<file path="config.mk">
export PLATFORM = sky130hd
export DESIGN_NAME = escalonador_chamadas
export DESIGN_NICKNAME = d
export VERILOG_FILES = /design/src/rtl/elevador_pkg.sv /design/src/rtl/contador_ticks.sv /design/src/rtl/escalonador_chamadas.sv
export SDC_FILE = /design/constraint.sdc
export NUM_CORES = 1
export LEC_CHECK = 0
export ABC_AREA = 1
export BUFFER_PORTS_ARGS = -buffer_cell sky130_fd_sc_hd__buf_2
export CAP_MARGIN = 10
export CORE_MARGIN = 2
export CORE_UTILIZATION = 58
export DETAILED_ROUTE_END_ITERATION = 10
export PLACE_DENSITY_LB_ADDON = 0.2
export SYNTH_ARGS = -nofsm -noshare
export SYNTH_HDL_FRONTEND = slang
export SYNTH_SLANG_ARGS = --single-unit
</file>
<file path="constraint.sdc">
create_clock -name clock_in -period 6 [get_ports clock_in]
set_clock_uncertainty 0.15 [all_clocks]
set_input_delay 0.3 -clock clock_in [delete_from_list [all_inputs] [get_ports clock_in]]
set_output_delay 0.3 -clock clock_in [all_outputs]
set_load 0.01 [all_outputs]
</file>
<file path="src/rtl/elevador_pkg.sv">
// Shared types and defaults for the elevator scheduler.
//   estado_t  : scheduler FSM states (PARADO, MOVENDO, PORTA_ABERTA)
//   direcao_t : travel direction / SCAN preference (SOBE, DESCE)
//   NUM_ANDARES_PADRAO : default floor count
//   larg_andar(n)      : width of a floor index for n floors
package elevador_pkg;

  typedef enum logic [1:0] {
    PARADO       = 2'd0,
    MOVENDO      = 2'd1,
    PORTA_ABERTA = 2'd2
  } estado_t;

  typedef enum logic {
    SOBE  = 1'b0,
    DESCE = 1'b1
  } direcao_t;

  localparam int NUM_ANDARES_PADRAO = 4;

  // A single-floor building still needs a 1-bit floor index.
  function automatic int larg_andar(input int n);
    return (n > 1) ? $clog2(n) : 1;
  endfunction

endpackage

</file>
<file path="src/rtl/contador_ticks.sv">
// Loadable down-counter shared by travel and door timing.
// Ports:
//   clock_in, reset : system clock, synchronous active-high reset
//   carga, valor    : load request and load value (load beats decrement)
//   tick            : decrement enable
//   fim             : high when the count is 1 and a tick arrives, i.e. the
//                     interval expires on this edge
module contador_ticks #(
  parameter int LARGURA = 2
) (
  input  logic               clock_in,
  input  logic               reset,
  input  logic               carga,
  input  logic [LARGURA-1:0] valor,
  input  logic               tick,
  output logic               fim
);

  logic [LARGURA-1:0] contagem;

  always_ff @(posedge clock_in) begin
    if (reset) begin
      contagem <= '0;
    end else if (carga) begin
      // A tick on the loading edge is deliberately not counted.
      contagem <= valor;
    end else if (tick && (contagem != '0)) begin
      contagem <= contagem - LARGURA'(1);
    end
  end

  assign fim = tick && (contagem == LARGURA'(1));

endmodule

</file>
<file path="src/rtl/escalonador_chamadas.sv">
// Elevator call scheduler and motion sequencer (SCAN policy).
// Latches floor calls, keeps moving in the preferred direction while calls
// remain ahead, times floor-to-floor travel and door-open intervals from the
// divided-clock tick.
// Ports:
//   clock_in, reset : system clock, synchronous active-high reset
//   emergencia      : only with PARADA_EMERGENCIA_EN defined; freezes timers
//                     and the FSM while high (calls keep latching)
//   tick            : one-cycle enable from the frequency divider
//   botoes          : call buttons, bit i = floor i
//   andar_atual     : current floor
//   subindo/descendo: cabin moving up / down
//   porta_aberta    : door open
//   pendentes       : latched, unserved calls
// Optional feature macro: PARADA_EMERGENCIA_EN
module escalonador_chamadas
  import elevador_pkg::*;
#(
  parameter int NUM_ANDARES = NUM_ANDARES_PADRAO,
  parameter int TICKS_ANDAR = 2,
  parameter int TICKS_PORTA = 3,
  localparam int LARG_ANDAR = larg_andar(NUM_ANDARES)
) (
  input  logic                   clock_in,
  input  logic                   reset,
`ifdef PARADA_EMERGENCIA_EN
  input  logic                   emergencia,
`endif
  input  logic                   tick,
  input  logic [NUM_ANDARES-1:0] botoes,
  output logic [LARG_ANDAR-1:0]  andar_atual,
  output logic                   subindo,
  output logic                   descendo,
  output logic                   porta_aberta,
  output logic [NUM_ANDARES-1:0] pendentes
);

  localparam int TICKS_MAX = (TICKS_ANDAR > TICKS_PORTA) ? TICKS_ANDAR : TICKS_PORTA;
  localparam int LARG_CONT = $clog2(TICKS_MAX + 1);

  estado_t                estado, estado_n;
  direcao_t               dir, dir_n;
  logic [LARG_ANDAR-1:0]  andar_n, vizinho;
  logic [NUM_ANDARES-1:0] efetivas, servidos;
  logic                   acima, abaixo;
  logic                   carga, fim, tick_ef, congelado;
  logic [LARG_CONT-1:0]   valor_carga;

`ifdef PARADA_EMERGENCIA_EN
  assign congelado = emergencia;
`else
  assign congelado = 1'b0;
`endif

  assign tick_ef = tick && !congelado;

  // A press on the deciding edge already counts.
  assign efetivas = pendentes | botoes;

  // Floor the cabin reaches when the current travel interval expires.
  assign vizinho = (dir == SOBE) ? andar_atual + LARG_ANDAR'(1)
                                 : andar_atual - LARG_ANDAR'(1);

  always_comb begin
    acima  = 1'b0;
    abaixo = 1'b0;
    for (int i = 0; i < NUM_ANDARES; i++) begin
      if (efetivas[i]) begin
        if (LARG_ANDAR'(i) > andar_atual) acima  = 1'b1;
        if (LARG_ANDAR'(i) < andar_atual) abaixo = 1'b1;
      end
    end
  end

  always_comb begin
    estado_n    = estado;
    dir_n       = dir;
    andar_n     = andar_atual;
    carga       = 1'b0;
    valor_carga = LARG_CONT'(TICKS_ANDAR);
    servidos    = '0;
    // While frozen the FSM holds; only call latching continues.
    if (!congelado) begin
      unique case (estado)
        PARADO: begin
          if (efetivas[andar_atual]) begin
            estado_n              = PORTA_ABERTA;
            carga                 = 1'b1;
            valor_carga           = LARG_CONT'(TICKS_PORTA);
            servidos[andar_atual] = 1'b1;
          end else if ((dir == SOBE) ? acima : abaixo) begin
            estado_n = MOVENDO;
            carga    = 1'b1;
          end else if ((dir == SOBE) ? abaixo : acima) begin
            dir_n    = (dir == SOBE) ? DESCE : SOBE;
            estado_n = MOVENDO;
            carga    = 1'b1;
          end
        end
        MOVENDO: begin
          if (fim) begin
            andar_n = vizinho;
            carga   = 1'b1;
            if (efetivas[vizinho]) begin
              estado_n          = PORTA_ABERTA;
              valor_carga       = LARG_CONT'(TICKS_PORTA);
              servidos[vizinho] = 1'b1;
            end
          end
        end
        PORTA_ABERTA: begin
          // A new call here keeps the door open; it beats expiry.
          if (efetivas[andar_atual]) begin
            carga                 = 1'b1;
            valor_carga           = LARG_CONT'(TICKS_PORTA);
            servidos[andar_atual] = 1'b1;
          end else if (fim) begin
            estado_n = PARADO;
          end
        end
        default: estado_n = PARADO;
      endcase
    end
  end

  always_ff @(posedge clock_in) begin
    if (reset) begin
      estado      <= PARADO;
      dir         <= SOBE;
      andar_atual <= '0;
      pendentes   <= '0;
    end else begin
      estado      <= estado_n;
      dir         <= dir_n;
      andar_atual <= andar_n;
      pendentes   <= efetivas & ~servidos;
    end
  end

  contador_ticks #(
    .LARGURA(LARG_CONT)
  ) u_contador (
    .clock_in(clock_in),
    .reset   (reset),
    .carga   (carga),
    .valor   (valor_carga),
    .tick    (tick_ef),
    .fim     (fim)
  );

  // Pure decodes of registered state: no input reaches these combinationally.
  assign subindo      = (estado == MOVENDO) && (dir == SOBE);
  assign descendo     = (estado == MOVENDO) && (dir == DESCE);
  assign porta_aberta = (estado == PORTA_ABERTA);

endmodule
</file>
## Yosys cells after proc, flatten, opt, wreduce, memory -nomap -nowiden

Cells that the tools add are included.

| operators by class | value |
|---|---|
| $add $sub $neg | 3 |
| order comparisons | 12 |
| equal/unequal tests | 8 |
| multiplexer cells | 52 |
| bitwise logic cells | 6 |
| reduce and logical (&&, ||, !) cells | 13 |

Operators with widths:

| operator | count |
|---|---|
| $mux W1 | 31 |
| $mux W2 | 10 |
| $mux W4 | 3 |
| $pmux W4 S2 | 1 |
| $logic_and A1 B1 Y1 | 6 |
| $lt A2 B3 Y1 const B | 2 |
| $ne A2 B2 Y1 const B | 3 |
| $pmux W2 S3 | 1 |
| $reduce_and A5 Y1 | 1 |
| $and A4 B4 Y4 | 1 |
| $bmux W1 S2 | 2 |
| $demux W1 S2 | 2 |
| $eq A2 B1 Y1 const B | 2 |
| $ge A2 B1 Y1 const B | 2 |
| $gt A1 B2 Y1 const A | 2 |
| $gt A2 B2 Y1 const A | 2 |
| $lt A1 B2 Y1 const A | 2 |
| $lt A2 B2 Y1 const A | 2 |
| $ne A4 B4 Y1 const B | 1 |
| $not A4 Y4 | 1 |
| $or A4 B4 Y4 | 1 |
| $reduce_and A4 Y1 | 1 |
| $reduce_bool A2 Y1 | 2 |
| $sub A2 B1 Y2 const B | 2 |
| 9 further kinds | 11 |

| word-level totals | value |
|---|---|
| register bits | 11 |
| input port bits | 7 |
| output and inout bits | 9 |
| word-level logic and storage cells | 99 |

## Longest topological paths before layout

Gate-level depths: netlist of run 1.

| depth | value |
|---|---|
| depth in word-level cells | 15 |
| mapped depth | 12 |

## By module

Synthesis of run 1 repeated with hierarchy kept, for this count alone.

| second synthesis, totals | value |
|---|---|
| cell total of the unflattened synthesis | 160 |
| area total of the unflattened synthesis | 954.7 sq um |

By module, submodules not included:

| module | times used | cells each | area an instance (sq um) | sequential area each (sq um) |
|---|---|---|---|---|
| escalonador_chamadas | 1 | 132 | 794.5 | 180.2 |
| contador_ticks | 1 | 28 | 160.2 | 40.0 |

## Worst setup path before layout of run 1

Ideal clock, no wire load.

| timing path | value |
|---|---|
| path type | register -> register |
| from | reg andar_atual[0] |
| to | reg estado[1] |
| setup time | 0.110 ns |
| arrival time | 1.699 ns |
| required time | 5.740 ns |
| slack | 4.041 ns |
| stages on the path, launching flop included | 11 |
| path buffers | 0 |
| clock period less this slack | 1.959 ns |
| cell sequence | dfxtp_1 -> inv_2 -> ha_1 -> xnor2_2 -> nand2_1 -> nand3_2 -> nand2_1 -> nand3_1 -> nand2_1 -> inv_1 -> nor2_2 |

| on the way | value |
|---|---|
| cells in the longest elaborated chain, start to end | 13 |
| elaborated cells between the ends (all ways) | 40 |

RTL lines:

| what | RTL line | RTL |
|---|---|---|
| start: declaration | escalonador_chamadas.sv:31 | `output logic [LARG_ANDAR-1:0] andar_atual,` |
| start signal: assignment | escalonador_chamadas.sv:135 | `andar_atual <= andar_n;` |
| $gt A1 B2 Y1 or $lt A1 B2 Y1 (tied branches) | escalonador_chamadas.sv:69, escalonador_chamadas.sv:70 |  |
| $mux W1, on equally long branches | escalonador_chamadas.sv:69, escalonador_chamadas.sv:70 |  |
| $mux W1 | escalonador_chamadas.sv:68 | `if (efetivas[i]) begin` |
| $mux W1, on equally long branches | escalonador_chamadas.sv:69, escalonador_chamadas.sv:70 |  |
| $mux W1 | escalonador_chamadas.sv:68 |  |
| $mux W1, on equally long branches | escalonador_chamadas.sv:69, escalonador_chamadas.sv:70 |  |
| $mux W1 | escalonador_chamadas.sv:68 |  |
| $mux W1, on equally long branches | escalonador_chamadas.sv:69, escalonador_chamadas.sv:70 |  |
| $mux W1 | escalonador_chamadas.sv:68 |  |
| $mux W1 | escalonador_chamadas.sv:91 | `end else if ((dir == SOBE) ? acima : abaixo) begin` |
| $mux W2 | escalonador_chamadas.sv:91 |  |
| $mux W2 | escalonador_chamadas.sv:86 | `if (efetivas[andar_atual]) begin` |
| $pmux W2 S3 | escalonador_chamadas.sv:84 | `unique case (estado)` |
| end signal: assignment | escalonador_chamadas.sv:133 | `estado <= estado_n;` |
| end: declaration | escalonador_chamadas.sv:41 | `estado_t estado, estado_n;` |

Several ways; a longest one is shown, not always the timed one. The select of a mux whose other input is x is not followed.
A chain may end at the register's enable or synchronous reset.

## Final worst setup path of run 1

| timing path | value |
|---|---|
| from | reg andar_atual[0] |
| to | reg pendentes[0] |

| on the way | value |
|---|---|
| cells in the longest elaborated chain, start to end | 11 |
| elaborated cells between the ends (all ways) | 23 |

RTL lines:

| what | RTL line | RTL |
|---|---|---|
| $add A2 B1 Y2 or $sub A2 B1 Y2 (tied branches) | escalonador_chamadas.sv:61, escalonador_chamadas.sv:62 |  |
| $mux W2 | escalonador_chamadas.sv:61 | `assign vizinho = (dir == SOBE) ? andar_atual + LARG_ANDAR'(1)` |
| $lt A2 B3 Y1 (not written as such) or $ge A2 B1 Y1 (tied branches) | escalonador_chamadas.sv:107 | `servidos[vizinho] = 1'b1;` |
| $logic_and A1 B1 Y1 (not written as such) | escalonador_chamadas.sv:107 |  |
| $mux W1 (not written as such) | escalonador_chamadas.sv:107 |  |
| $demux W1 S2 | escalonador_chamadas.sv:107 |  |
| $mux W4 | escalonador_chamadas.sv:104 | `if (efetivas[vizinho]) begin` |
| $mux W4 | escalonador_chamadas.sv:101 | `if (fim) begin` |
| $pmux W4 S2 * | escalonador_chamadas.sv:84 |  |
| $not A4 Y4 * | escalonador_chamadas.sv:136 | `pendentes <= efetivas & ~servidos;` |
| $and A4 B4 Y4 * | escalonador_chamadas.sv:136 |  |
| end signal: assignment | escalonador_chamadas.sv:136 |  |
| end: declaration | escalonador_chamadas.sv:35 | `output logic [NUM_ANDARES-1:0] pendentes` |

Mark *: on every way between the ends. The rest lies on a longest branch, timed or not. The select of a mux whose other input is x is not followed.

==> flow_summary.toml, run 1 <==
[setup_path]
worstReg2RegStart = "andar_atual[0]"
cpPeakStageDelay_ns = 0.57
worst_ep_required_time_ns = 6.01
r2r_cells = 8
crit_path_end_kind = "flop"
reg2reg_to = "pendentes[0]"
crit_top_cell = "inv_2"
cp_max_fo = 11
crit_family = "flip-flops"
crit_slowest_cell = "dfxtp_1"
rrSetupSlack_ns = 3.79
crit_chain = "inv_2 -> ha_1 -> xnor2_2 -> inv_2 -> nand2_1 -> nand4_2 -> o21ai_0 -> nor3_1"
cp-start-kind = "flop"
cp.arrival_ns = 2.23
path_class = "flop to flop"
path_buf_inv = 2

[detailed_routing]
remaining_drc_errors = 0
wl_met2_um = 903
via_count = 941
postRouteAntennaNets = 0
wire_per_inst_um = 11.5
drtIter0Drc = 41
finalWirelength_um = 2000
drt_pass1_iterations = 4
wl_met1_um = 948
highest_layer = "met4"
avgViaCountPerCell = 5.41
met3WireLength_um = 126

[yosys]
syn_avg_cell_area_um2 = 6.60
syn_nets = 153
syn-cell-area_um2 = 917
ys_warn_count = 0
ys_ff_latch = 11
ys_seq_area_share_pct = 24.0
synthCells = 139
synth_cell_type_count = 24

[sta]
max_freq_mhz = 452
slew_headroom_pct = 73.5
tightest_slew_ns = 0.397
rsz0062_at_grt = "false"
finalHoldViolCount = 0
final_max_slew_viol_count = 0
setup_viol = 0
post-route-min-period_ns = 2.21
fin_ws_ns = 3.79
finalCritPeriodShare_pct = 36.9
setup-tns-final_ns = 0

[clock_network]
cts_buffers = 3
cts-resized-gates = 0
clockRootBuffer = "clkbuf_4"
htreeDepth = 1
cts.sink_count = 11
clk_latency_ns = 0.28
clk_pin_slew_ns = 0.08
hold_buffers = 0
cts_tree = "built"
postCtsSetupRepairBufs = 0
clockBufferDepth = 2

[pwr]
max-vdd-ir-drop_uv = 210
p_leak_nw = 0.579
powerDensity_nw_per_um2 = 319

[layout]
nNetsFinal = 173
final_cell_mix = "38 x nand2_1, 16 x inv_1, 16 x nor2_1, 15 x buf_2, 11 x dfxtp_1"
layout_commonest_cell = "nand2_1"
drive_above_1_share_pct = 25.9
fill_cells = 133
area_growth_pct = 13.2
diodes = 0

[die]
row_count = 14
die_w_um = 43.8
pin_count = 16
die_area_um2 = 1920
floorplan.initialDensity_pct = 61.6
core_area_um2 = 1490
die_h_um = 43.8

[global_route]
antenna_found_initial = 0
grtUsageTotal_pct = 23.2
grt_pass1_wl_um = 3400
overflow = 0
grt_pass1_vias = 804
grt_max_degree = 12

[status]
status = "finished, final reports clean"

[placed_design]
dp_slack_ns = 3.82
hpwl_um = 1600
gp_congestion = 0.948
port_buffers = 15

[job]
cap_violations = 0

[min_path]
whs_path_depth = 2
hold_path.class = "input port to flop"
min-delay-start = "reset"
whs_endpoint = "andar_atual[0]"
## report_power, final
group | total (mW) | switching (mW) | leakage (nW) | internal (mW)
clock network | 0.0533 | 0.0275 | 0.0150 | 0.0258
logic | 0.173 | 0.109 | 0.473 | 0.0648
registers | 0.105 | 0.0160 | 0.0910 | 0.0888
## area by class of cell
class / instances / area [um^2] / share of cell area, %
repair buffers: 15 / 75.1 / 7.23
inverters: 20 / 75.1 / 7.23
flip-flops and latches: 11 / 220 / 21.2
clock buffers: 4 / 26.3 / 2.53
multi-input cells: 108 / 622 / 59.9
well taps: 16 / 20.0 / 1.93
## how the worst max path moves through the flow
| stage | depth (start not counted) | end | slack (ns) | startpoint |
|---|---|---|---|---|
| detailed placement | 11 | u_contador.contagem[0] | 3.82 | andar_atual[0] |
| CTS | 11 | u_contador.contagem[0] | 3.82 | andar_atual[0] |
| finish | 8 | pendentes[0] | 3.79 | andar_atual[0] |
| global placement | 8 | pendentes[0] | 3.89 | andar_atual[0] |
| global route | 11 | u_contador.contagem[0] | 3.58 | andar_atual[0] |
| floorplan | 10 | estado[1] | 4.04 | andar_atual[0] |
## cells in the mapped netlist
cell type  count  area share, %
a211oi_1       1           0.82
nand2_2        3            2.0
ha_1           7            9.5
nand2_4        1            1.2
xor2_1         1           0.96
nor2_4         2            2.5
o21ai_2        2            1.9
o21ai_0       10            5.5
inv_2          4            1.6
nand4_1        1           0.68
nand3_2        5            5.5
dfxtp_1       11             24
xnor2_2        1            1.8
mux2_2         1            1.2
a21oi_1        5            2.7
nand4_2        1            1.4
nor2_2         3            2.0
nor2_1        16            6.5
o21bai_1       1           0.82
o211ai_1       1           0.82
nand2_1       38             16
nand3_1        5            2.7
inv_1         16            6.5
nor3_1         3            1.6
## flip-flops by register name (all words and copies together) (netlist names)
name	count
pendentes	4
andar_atual	2
estado	2
u_contador.contagem	2
dir	1
## per-stage QoR
stage               cell area, um^2  total power, mW  cells  util [%]  hold WS [ns]
floorplan                       917            0.241    139         -         0.219
global placement               1010            0.275    170      68.0         0.401
detailed placement             1010            0.278    170      68.0         0.427
CTS                            1040            0.332    174      69.7         0.136
global route                   1040            0.363    174      69.7         0.149
finish                         1040            0.332    174      69.7         0.138
## metal layers
layer,GRT usage (%),vias to the layer above
met2,35.3,38
met5,0,-
met3,2.50,5
met1,34.4,414
met4,6.67,0
li1,-,484
## kinds of logic (layout without fill, tap and decap cells)
logic type,after synthesis,count (layout),synth area share (%)
AO/OA/AOI/OAI,20,20,12.6
XOR/XNOR,2,2,2.73
adder cells (fa/ha/maj),7,7,9.55
buffers and inverters,20,39,8.19
flip-flops,11,11,24.0
multiplexers,1,1,1.23
AND/OR/NAND/NOR,78,78,41.7
No activity file was read; power rests on OpenSTA's default activity.
==> run 2: changes to the inputs <==
Settings changed: ABC_AREA 1 to 0, CORE_UTILIZATION 58 to 51.
Clock period 6 ns to 2.1 ns, I/O delays scaled along.
==> run 2 against run 1 <==
Flip-flop and latch count stayed put. Synthesized area is 19% lower. Largest power group is now registers. Highest routed layer unchanged. Critical path depth is 1 lower. Register-to-register slack worse by 3.7 ns. Cell count is 30% lower.
==> flow_summary.toml, run 2 <==
[setup_path]
cp_num_cells = 7
crit_chain = "inv_4 -> ha_1 -> xor2_2 -> mux4_2 -> nand2b_1 -> o2111a_1 -> a311oi_2"
crit_path_end_kind = "flop"
crit_family = "flip-flops"
cp-start-kind = "flop"
r2r_cells = 7
cp_max_fo = 4
cp.arrival_ns = 2.01
cpPeakStageDelay_ns = 0.37
path_class = "flop to flop"
path_buf_inv = 1
crit_slowest_cell = "dfxtp_4"
worst_ep_required_time_ns = 2.14

[sta]
setup-tns-final_ns = 0
post-route-min-period_ns = 1.97
rsz0062_at_grt = "false"
finalCritPeriodShare_pct = 93.6
setup_viol = 0
slew_headroom_pct = 71.6
tightest_slew_ns = 0.415
final_max_slew_viol_count = 0
max_freq_mhz = 509
fin_ws_ns = 0.134
finalHoldViolCount = 0

[placed_design]
gp_congestion = 0.856
placed_cell_area_um2 = 858
hpwl_um = 1360
dp_cells = 115
dp_slack_ns = 0.0737
port_buffers = 15

[detailed_routing]
wire_per_inst_um = 14.7
via_count = 736
drt_pass1_iterations = 4
drtIter0Drc = 24
remaining_drc_errors = 0
finalWirelength_um = 1790
postRouteAntennaNets = 0
avgViaCountPerCell = 6.03

[layout]
drive_above_1_share_pct = 30.8
layout_commonest_cell = "buf_2"
stdcell_count = 122
diodes = 0
final-seq-area_um2 = 225
nNetsFinal = 122
final_cell_mix = "15 x buf_2, 10 x nor2_1, 9 x dfxtp_1, 7 x ha_1, 6 x o21ai_0"
top_register = "pendentes"
largest_reg_flops = 4
fill_cells = 113
multiInputGateArea_um2 = 500
area_growth_pct = 23.9
fin_area_um2 = 921

[clock_network]
clockBufferDepth = 2
clockRootBuffer = "clkbuf_4"
clk_pin_slew_ns = 0.08
clk_latency_ns = 0.28
htreeDepth = 1
cts.sink_count = 11
cts_buffers = 3
cts_tree = "built"

[status]
status = "finished, final reports clean"

[die]
core_area_um2 = 1330
die_area_um2 = 1780
row_count = 13
pin_count = 16
floorplan.initialDensity_pct = 55.7
die_w_um = 42.2
die_h_um = 42.2

[job]
cap_violations = 0

[pwr]
p_leak_nw = 0.423
p_total_mw = 0.532
max-vdd-ir-drop_uv = 376
powerDensity_nw_per_um2 = 577

[yosys]
ys_top_cells_by_area = "dfxtp_1 30%, ha_1 12%, nor2_1 5.1%"
syn_avg_cell_area_um2 = 8.85
syn-cell-area_um2 = 743
ys_warn_count = 0
synthSimpleGateAreaFrac_pct = 19.4
synth_top_family_by_area = "compound AO/OA/AOI/OAI gates"
synth_top_area_share_pct = 29.6
synth_edf_count = 0
synth_flop_cell = "dfxtp_1"
synth_compound_area_share_pct = 24.2
ys_seq_area_share_pct = 29.6
synth_cell_type_count = 34
muxShareOfSynthArea_pct = 6.57
syn_nets = 98
synthXorXnorAreaFrac_pct = 3.54
ys_ff_latch = 11
synth_most_common_cell = "dfxtp_1"
synthCells = 84
synth_common_cells = "11 x dfxtp_1, 10 x nor2_1, 7 x ha_1"
synth_top_area_cell = "dfxtp_1"
async_flop_share_pct = 0
synthAdderAreaFrac_pct = 11.8

[global_route]
grt_max_degree = 12
grt_pass1_wl_um = 2970
antenna_found_initial = 0
grtUsageTotal_pct = 22.7
overflow = 0
grt_pass1_vias = 696

[min_path]
hold_path.class = "input port to flop"
whs_path_depth = 3
run 2: timing repair:
item,in CTS,in global routing
gates resized for setup,0,4
hold buffers,2,0
setup endpoints to repair,0,1
setup buffers,0,1
endpoints found under the hold margin,4,0
run 2: cell type report:
class,instances,share of cell area (%)
clock buffer,4,2.85
inverter,4,1.90
timing repair buffer,22,14.4
tap,15,2.04
sequential,11,24.5
multi-input combinational,66,54.3
run 2: routing by layer:
metal	GRT usage [%]	routed length (um)	vias to the layer above
met4	16.9	44	0
met2	34.2	861	26
met1	26.5	777	353
li1	-	-	352
met5	0	0	-
met3	7.33	109	5
run 2: cell families (layout without fill, tap and decap cells):
logic type	Yosys count	after routing
xor gates and xnor gates	3	3
and+or+nand+nor	29	29
muxes	2	2
DFF	11	11
buffers and inverters	7	30
adders and majority gates	7	7
AOI/OAI and AO/OA	25	25
run 2: power by group:
| group | switching (mW) | internal (mW) | total (mW) |
|---|---|---|---|
| registers | 0.0157 | 0.224 | 0.240 |
| clock network | 0.0806 | 0.0738 | 0.154 |
| logic | 0.0738 | 0.0640 | 0.138 |
| total | 0.170 | 0.362 | 0.532 |
run 2: through the flow:
stage | hold WS [ns] | util (%)
final | 0.197 | 69.0
after global routing | 0.233 | 69.0
after CTS | 0.171 | 67.8
after detailed placement | 0.285 | 64.4
after global placement | 0.278 | 64.4
after floorplan | 0.123 | -
run 2: worst paths after layout:
| path | start | to | slack (ns) |
|---|---|---|---|
| worst max-delay path | andar_atual[0] | u_contador.contagem[0] | 0.13 |
| worst min-delay path | botoes[3] | pendentes[3] | 0.20 |
| worst max register to register | andar_atual[0] | u_contador.contagem[0] | 0.13 |
| worst min register to register | andar_atual[1] | andar_atual[1] | 0.38 |
run 2: worst min-delay path, stage by stage:
cell and delay (ns):
buf_2 0.07, nor2_1 0.08, a2111oi_0 0.28
==> run 3: changes to the inputs <==
Settings changed: CORE_UTILIZATION 51 to 45.
==> run 3 against run 2 <==
Total power down 0.94%. Cell area fell by 0.14%. Sequential power hardly changed. Maximum frequency shrank 1.0%. Via count shrank 4.6%. Sequential share of layout area is essentially flat. Wire length decreased by 2.0%. Worst setup slack got worse by 0.020 ns. Non-clock buffer count shrank 1. Register-to-register slack worse by 0.02 ns. Combinational power shrank 3%.
==> flow_summary.toml, run 3 (synthesis gave the netlist of run 2 again) <==
[setup_path]
cp_max_fo = 6
path_class = "flop to flop"
rrSetupSlack_ns = 0.11
worst_ep_required_time_ns = 2.15
worstReg2RegStart = "andar_atual[0]"
crit_path_end_kind = "flop"
cp-start-kind = "flop"
r2r_cells = 7
cp.arrival_ns = 2.03
reg2reg_to = "u_contador.contagem[0]"

[layout]
diodes = 0
top_register = "pendentes"
final_cell_mix = "15 x buf_2, 10 x nor2_1, 9 x dfxtp_1, 6 x o21ai_0, 6 x ha_1"
drive_above_1_share_pct = 32.1
fill_cells = 139
area_growth_pct = 23.7
nNetsFinal = 121
largest_reg_flops = 4
fin_area_um2 = 920
layout_commonest_cell = "buf_2"
stdcell_count = 122

[sta]
max_freq_mhz = 503
slew_headroom_pct = 75.3
finalCritPeriodShare_pct = 94.6
final_max_slew_viol_count = 0
finalHoldViolCount = 0
whs_ns = 0.00499
setup_viol = 0
setup-tns-final_ns = 0
tightest_slew_ns = 0.361
post-route-min-period_ns = 1.99

[pwr]
max-vdd-ir-drop_uv = 305
p_total_mw = 0.527
powerDensity_nw_per_um2 = 573
p_leak_nw = 0.423

[die]
floorplan.initialDensity_pct = 48.8
core_area_um2 = 1520
die_w_um = 44.6
pin_count = 16
die_h_um = 44.6
die_area_um2 = 1990
row_count = 14

[detailed_routing]
drtIter0Drc = 18
remaining_drc_errors = 0
via_count = 702
postRouteAntennaNets = 0
wire_per_inst_um = 14.4
avgViaCountPerCell = 5.75
drt_pass1_iterations = 4
finalWirelength_um = 1760

[global_route]
grt_pass1_vias = 705
grtUsageTotal_pct = 21.1
grt_max_degree = 12
antenna_found_initial = 0
overflow = 0
grt_pass1_wl_um = 2980

[min_path]
min-delay-start = "tick"
whs_endpoint = "estado[0]"
whs_path_depth = 3
hold_path.class = "input port to flop"

[placed_design]
hpwl_um = 1310
port_buffers = 15
gp_congestion = 0.881
placed_cell_area_um2 = 852
dp_cells = 115

[clock_network]
cts.sink_count = 11
cts_tree = "built"
clk_pin_slew_ns = 0.08
cts_buffers = 3
clk_latency_ns = 0.28
clockRootBuffer = "clkbuf_4"
clockBufferDepth = 2
htreeDepth = 1

[job]
cap_violations = 0

[status]
status = "finished, final reports clean"
## run 3: metal layers
| layer | GRT usage (%) | part of all wire [%] | vias to the layer above |
|---|---|---|---|
| met4 | 13.3 | 1.3 | 0 |
| li1 | - | - | 352 |
| met2 | 33.9 | 48 | 18 |
| met3 | 6.53 | 5.0 | 4 |
| met1 | 23.9 | 46 | 328 |
| met5 | 0 | 0 | - |
## run 3: cell type report
type / count / area [um^2] / area share [%]
tap: 16 / 20.0 / 2.18
sequential: 11 / 225 / 24.5
timing repair buffer: 21 / 123 / 13.3
clock inverter: 1 / 5.00 / 0.544
inverter: 4 / 17.5 / 1.90
clock buffer: 3 / 22.5 / 2.45
multi-input combinational: 66 / 507 / 55.1
## run 3: critical path, stage by stage (launching register included)
cell,delay (ns)
dfxtp_4,0.40
inv_4,0.06
ha_4,0.26
xor2_2,0.16
mux4_2,0.32
nand2b_1,0.17
o2111a_1,0.15
a311oi_2,0.22
## run 3: worst max path at each step
| stage | start | end | slack, ns | cells after the start |
|---|---|---|---|---|
| floorplan | andar_atual[0] | u_contador.contagem[0] | 0.005 | 8 |
| global placement | andar_atual[0] | u_contador.contagem[0] | 0.14 | 7 |
| detailed placement | andar_atual[0] | u_contador.contagem[0] | 0.06 | 7 |
| CTS | andar_atual[0] | u_contador.contagem[0] | 0.02 | 7 |
| global route | andar_atual[0] | u_contador.contagem[0] | -0.004 | 7 |
| finish | andar_atual[0] | u_contador.contagem[0] | 0.11 | 7 |
## run 3: timing repair
action,4_1_cts,5_1_grt
gates resized for setup,0,4
endpoints found under the hold margin,2,0
setup buffers,0,2
hold buffers,1,0
endpoints found under the setup margin,0,2
## run 3: power by group
part,switching (mW),internal [mW],total (mW)
clock,0.0815,0.0708,0.152
sequential,0.0168,0.224,0.241
combinational,0.0720,0.0617,0.134
total,0.170,0.356,0.527
## run 3: per-stage QoR
stage / util (%) / setup slack [ns]
final: 60.3 / 0.113
after global routing: 60.3 / -0.00398
after CTS: 58.4 / 0.0201
after detailed placement: 55.9 / 0.0607
after global placement: 55.9 / 0.144
after floorplan: - / 0.00545
